File: src/rtl/lsu.sv
// RV32I load/store unit: one request at a time, single-cycle ram access, registered response.
// Optional alignment trap enabled by defining LSU_MISALIGN_TRAP_EN.
module lsu #(
    parameter int unsigned MEM_BYTES = 8192
) (
    input  logic        clk,
    input  logic        rst,
    input  logic        req_valid,
    output logic        req_ready,
    input  logic        req_we,
    input  logic [2:0]  req_funct3,
    input  logic [31:0] req_addr,
    input  logic [31:0] req_wdata,
    input  logic [4:0]  req_rd,
    output logic        resp_valid,
    input  logic        resp_ready,
    output logic [31:0] resp_rdata,
    output logic [4:0]  resp_rd,
    output logic [1:0]  resp_err,
    output logic [31:0] ram_rd_addr_o,
    output logic        ram_rd_en_o,
    output logic [2:0]  ram_rd_size_o,
    input  logic [31:0] ram_rd_data_i,
    output logic [31:0] ram_wd_addr_o,
    output logic        ram_wd_en_o,
    output logic [2:0]  ram_wd_size_o,
    output logic [31:0] ram_wd_data_o
);

    localparam logic [1:0] IDLE   = 2'd0;
    localparam logic [1:0] ACCESS = 2'd1;
    localparam logic [1:0] RESP   = 2'd2;

    logic [1:0]  r_state;
    logic [1:0]  w_state_nxt;
    logic        r_we;
    logic [2:0]  r_funct3;
    logic [31:0] r_addr;
    logic [31:0] r_wdata;
    logic [4:0]  r_rd;
    logic [2:0]  r_size;
    logic [1:0]  r_err;
    logic [31:0] r_resp_rdata;
    logic [4:0]  r_resp_rd;

    logic [2:0]  w_size;
    logic        w_illegal;
    logic        w_misalign;
    logic        w_oor;
    logic [1:0]  w_err;
    logic [31:0] w_load_ext;
    logic        w_accept;

    always_comb begin
        unique case (req_funct3[1:0])
            2'b00:   w_size = 3'd1;
            2'b01:   w_size = 3'd2;
            2'b10:   w_size = 3'd4;
            default: w_size = 3'd0;
        endcase
    end

    always_comb begin
        w_illegal = 1'b1;
        if (req_we) begin
            w_illegal = (req_funct3 > 3'd2);
        end else begin
            case (req_funct3)
                3'b000, 3'b001, 3'b010, 3'b100, 3'b101: w_illegal = 1'b0;
                default:                                w_illegal = 1'b1;
            endcase
        end
    end

`ifdef LSU_MISALIGN_TRAP_EN
    assign w_misalign = ((w_size == 3'd2) && req_addr[0]) ||
                        ((w_size == 3'd4) && (req_addr[1:0] != 2'b00));
`else
    assign w_misalign = 1'b0;
`endif

    // 33-bit sum so addresses near 2^32 cannot wrap back into range
    assign w_oor = ({1'b0, req_addr} + {30'd0, w_size}) > 33'(MEM_BYTES);

    assign w_err = w_illegal  ? 2'd3 :
                   w_misalign ? 2'd1 :
                   w_oor      ? 2'd2 : 2'd0;

    assign w_accept = (r_state == IDLE) && req_valid;

    always_comb begin
        case (r_funct3)
            3'b000:  w_load_ext = {{24{ram_rd_data_i[7]}}, ram_rd_data_i[7:0]};
            3'b001:  w_load_ext = {{16{ram_rd_data_i[15]}}, ram_rd_data_i[15:0]};
            3'b100:  w_load_ext = {24'd0, ram_rd_data_i[7:0]};
            3'b101:  w_load_ext = {16'd0, ram_rd_data_i[15:0]};
            default: w_load_ext = ram_rd_data_i;
        endcase
    end

    always_comb begin
        w_state_nxt = r_state;
        case (r_state)
            IDLE: begin
                if (req_valid) begin
                    w_state_nxt = (w_err == 2'd0) ? ACCESS : RESP;
                end
            end
            ACCESS:  w_state_nxt = RESP;
            RESP: begin
                if (resp_ready) begin
                    w_state_nxt = IDLE;
                end
            end
            default: w_state_nxt = IDLE;
        endcase
    end

    always_ff @(posedge clk) begin
        if (rst) begin
            r_state      <= IDLE;
            r_we         <= 1'b0;
            r_funct3     <= 3'd0;
            r_addr       <= 32'd0;
            r_wdata      <= 32'd0;
            r_rd         <= 5'd0;
            r_size       <= 3'd0;
            r_err        <= 2'd0;
            r_resp_rdata <= 32'd0;
            r_resp_rd    <= 5'd0;
        end else begin
            r_state <= w_state_nxt;
            if (w_accept) begin
                r_we     <= req_we;
                r_funct3 <= req_funct3;
                r_addr   <= req_addr;
                r_wdata  <= req_wdata;
                r_rd     <= req_rd;
                r_size   <= w_size;
                r_err    <= w_err;
                if (w_err != 2'd0) begin
                    r_resp_rdata <= 32'd0;
                    r_resp_rd    <= 5'd0;
                end
            end
            if (r_state == ACCESS) begin
                r_resp_rdata <= r_we ? 32'd0 : w_load_ext;
                r_resp_rd    <= r_we ? 5'd0 : r_rd;
            end
        end
    end

    assign req_ready     = (r_state == IDLE);
    assign resp_valid    = (r_state == RESP);
    assign resp_rdata    = r_resp_rdata;
    assign resp_rd       = r_resp_rd;
    assign resp_err      = r_err;

    assign ram_rd_en_o   = (r_state == ACCESS) && !r_we;
    assign ram_wd_en_o   = (r_state == ACCESS) && r_we;
    assign ram_rd_addr_o = r_addr;
    assign ram_wd_addr_o = r_addr;
    assign ram_rd_size_o = r_size;
    assign ram_wd_size_o = r_size;
    assign ram_wd_data_o = r_wdata;

endmodule

File: config.mk
export PLATFORM = sky130hd
export DESIGN_NAME = lsu
export DESIGN_NICKNAME = d
export VERILOG_FILES = /design/src/rtl/lsu.sv
export SDC_FILE = /design/constraint.sdc
export NUM_CORES = 1
export LEC_CHECK = 0
export CORE_ASPECT_RATIO = 1.5
export CORE_MARGIN = 1.5
export CORE_UTILIZATION = 46
export DETAILED_ROUTE_END_ITERATION = 10
export PLACE_DENSITY = 0.87
export SLEW_MARGIN = 40
export SYNTH_ARGS = -nofsm -noshare
export SYNTH_HDL_FRONTEND = slang
export SYNTH_SLANG_ARGS = --single-unit
File: constraint.sdc
create_clock -name clk -period 7.09 [get_ports clk]
set_clock_uncertainty 0.2 [all_clocks]
set_input_delay 1.418 -clock clk [delete_from_list [all_inputs] [get_ports clk]]
set_output_delay 1.418 -clock clk [all_outputs]
set_load 0.05 [all_outputs]
==> results.cfg <==
[outcome]
status = finished clean

[sta]
setup_viol = 0
slew_violations = 0
rsz0062_at_grt = no
tightestPinTransition_ns = 0.724
min_period_ns = 5.23
fmax_mhz = 191
hold_violations = 0
hold_ws_ns = 0.252
finalCritPeriodShare_pct = 73.8
setup_tns_ns = 0
slew_headroom_pct = 51.8

[final_layout]
n_antenna_cell = 0
instances_no_fill = 1089
drive_gt1_share_pct = 8.68
multi_input_comb_area_um2 = 2750
layout_commonest_cell = clkdlybuf4s50_1
seq_area_um2 = 2340
fill_cells = 969
final_nets = 1034
final_cell_mix = clkdlybuf4s50_1, nand2_1, dfxtp_1
final_util_pct = 70.0
area_growth_pct = 50.0

[yosys]
synth_area_um2 = 5780
synth_seq_cells = 117
synth_fp_nets = 844
synth_flop_cell = dfxtp_1
yosys.area.top_type = dfxtp_1
avgSynthCellArea_um2 = 7.91
yosys_warnings = 0
synthDominantCellAreaShare_pct = 40.5
synth-async-reset-ratio_pct = 0
synth-edff-count = 0
synth.area.top_cells = dfxtp_1, nand2_1, a21oi_1, o41ai_2, buf_4
synthCells = 731
yosysSeqAreaShare_pct = 40.5
ys_types = 53

[drt]
totalWireLength_um = 17800
route.detailed.wl_per_inst_um = 16.4
vias_per_cell = 5.46
drt_iter0_drc = 208
firstDrtPassIters = 5
antenna_left = 0
drc = 0
vias = 5946

[pwr]
irDropWorstVdd_uv = 159
powerDensity_nw_per_um2 = 219
p_leak_nw = 3.20
totalPowerFinal_mw = 1.90

[global_route]
gr-usage-all-layers_pct = 26.0
grt_pass1_vias = 5604
grt_overflow = 0
antenna_found_initial = 0
grt_pass1_wl_um = 27500
grt_max_degree = 68

[worst_setup_path]
critical_path_class = input pin to flop
cp.buffers_inverters = 2
required_ns = 7.18
critical_path.max_stage_delay_ns = 0.57
crit_slowest_cell = clkdlybuf4s50_1
arrival_ns = 5.32
start_kind = input pin
crit_chain = clkdlybuf4s50_1, nor2_1, ha_1, fa_1, a21oi_2, nor4_4, or3_1, a2111oi_2, nand4_1, nor4_2, a31oi_4, buf_4, o311a_1
cp_max_fo = 38
end_kind = flop
crit_family = compound AO/OA/AOI/OAI gates

[cts]
cts_setup_buffers = 0
cts_buffer_depth = 2
cts_buffers = 17
cts_resized = 0
clk_pin_slew_ns = 0.05
clk-insertion-delay-late_ns = 0.41
holdBufCountCts = 0
cts_tree = built
root_buffer = clkbuf_16
cts.sink_count = 117
cts.htree.levels = 4

[place]
portBuffers = 253
dp.cells = 1058
hpwl_um = 12200
gp_congestion = 0.826

[floorplanning]
die_w_um = 94.5
start_util_pct = 46.7
row_count = 50
die_height_um = 140
pin_count = 254
die_area_um2 = 13300
core_um2 = 12400

[worst_hold_path]
hp-class = flop to flop

[run]
cap_violations = 0
[worst min-delay path: stages, from the launching register on]
cell and delay (ns):
dfxtp_1 0.30, nand2_1 0.05, a21oi_1 0.05
[per-layer routing]
layer  global-route usage (%)  share of wire (%)  up-vias
met5                        0                  0        -
met4                     12.7                3.3        0
met3                     4.99                6.0       41
met2                     44.9                 52      255
met1                     30.2                 38     2753
li1                         -                  -     2897
[cells in the mapped netlist (all sizes together) (2+ instances only)]
master   instances
nor4             6
nand4            6
nor2b            4
nand2          159
a21oi          106
a2111oi          3
dfxtp          117
ha               3
a211oi           3
nor3             9
mux2i            2
or3              3
buf             42
or2              3
a32oi           13
o41ai           37
nand3           10
clkbuf          48
o31ai            3
nor2            20
o21ai           14
xor2             5
inv             59
a31oi           31
xnor2            2
or4              3
and3             7
[report_power, final]
part | switching, mW | total (mW) | leakage, nW | internal (mW)
Combinational | 0.237 | 0.377 | 1.97 | 0.139
Clock | 0.304 | 0.817 | 0.276 | 0.513
Sequential | 0.0204 | 0.705 | 0.956 | 0.685
Total | 0.562 | 1.90 | 3.20 | 1.34
[cells by family after synthesis]
logic type	Yosys count	share of synthesized area [%]
DFF	117	40.5
muxes	2	0.346
adders and majority gates	4	0.996
buffers and inverters	149	12.3
xor gates and xnor gates	7	1.06
and+or+nand+nor	236	18.4
AOI/OAI and AO/OA	216	26.4
[worst paths after layout]
kind | from | to | slack [ns] | cells past startpoint
max | req_funct3[0] | r_state[1]$_SDFFE_PP0P_ | 1.86 | 13
min reg2reg | ram_wd_data_o[5]$_SDFFE_PP0P_ | ram_wd_data_o[5]$_SDFFE_PP0P_ | 0.25 | 2
min | ram_wd_data_o[5]$_SDFFE_PP0P_ | ram_wd_data_o[5]$_SDFFE_PP0P_ | 0.25 | 2
max reg2reg | r_state[0]$_SDFFE_PP0P_ | ram_rd_size_o[0]$_SDFFE_PP0P_ | 4.52 | 7
[sequential cells by signal, indices dropped and copies added (netlist names)]
name / flops
r_we: 1
resp_rdata: 32
ram_rd_addr_o: 32
resp_rd: 5
ram_rd_size_o: 3
ram_wd_data_o: 32
r_state: 2
r_rd: 5
r_funct3: 3
resp_err: 2
[cell type report]
| cell class | count | share of cell area [%] |
|---|---|---|
| clock buffers | 18 | 4.95 |
| clock inverters | 13 | 1.56 |
| inverters | 59 | 2.55 |
| multi-input cells | 465 | 31.8 |
| flip-flops and latches | 117 | 27.0 |
| well taps | 156 | 2.25 |
| repair buffers | 261 | 29.9 |
[metrics by stage]
step                      setup WS, ns  area, µm²
after floorplan                   2.65       5780
after CTS                         1.89       8670
after global placement            1.60       8100
final                             1.86       8670
after detailed placement          1.48       8100
after global routing              1.63       8670
Power figures use the tool's default switching activity.
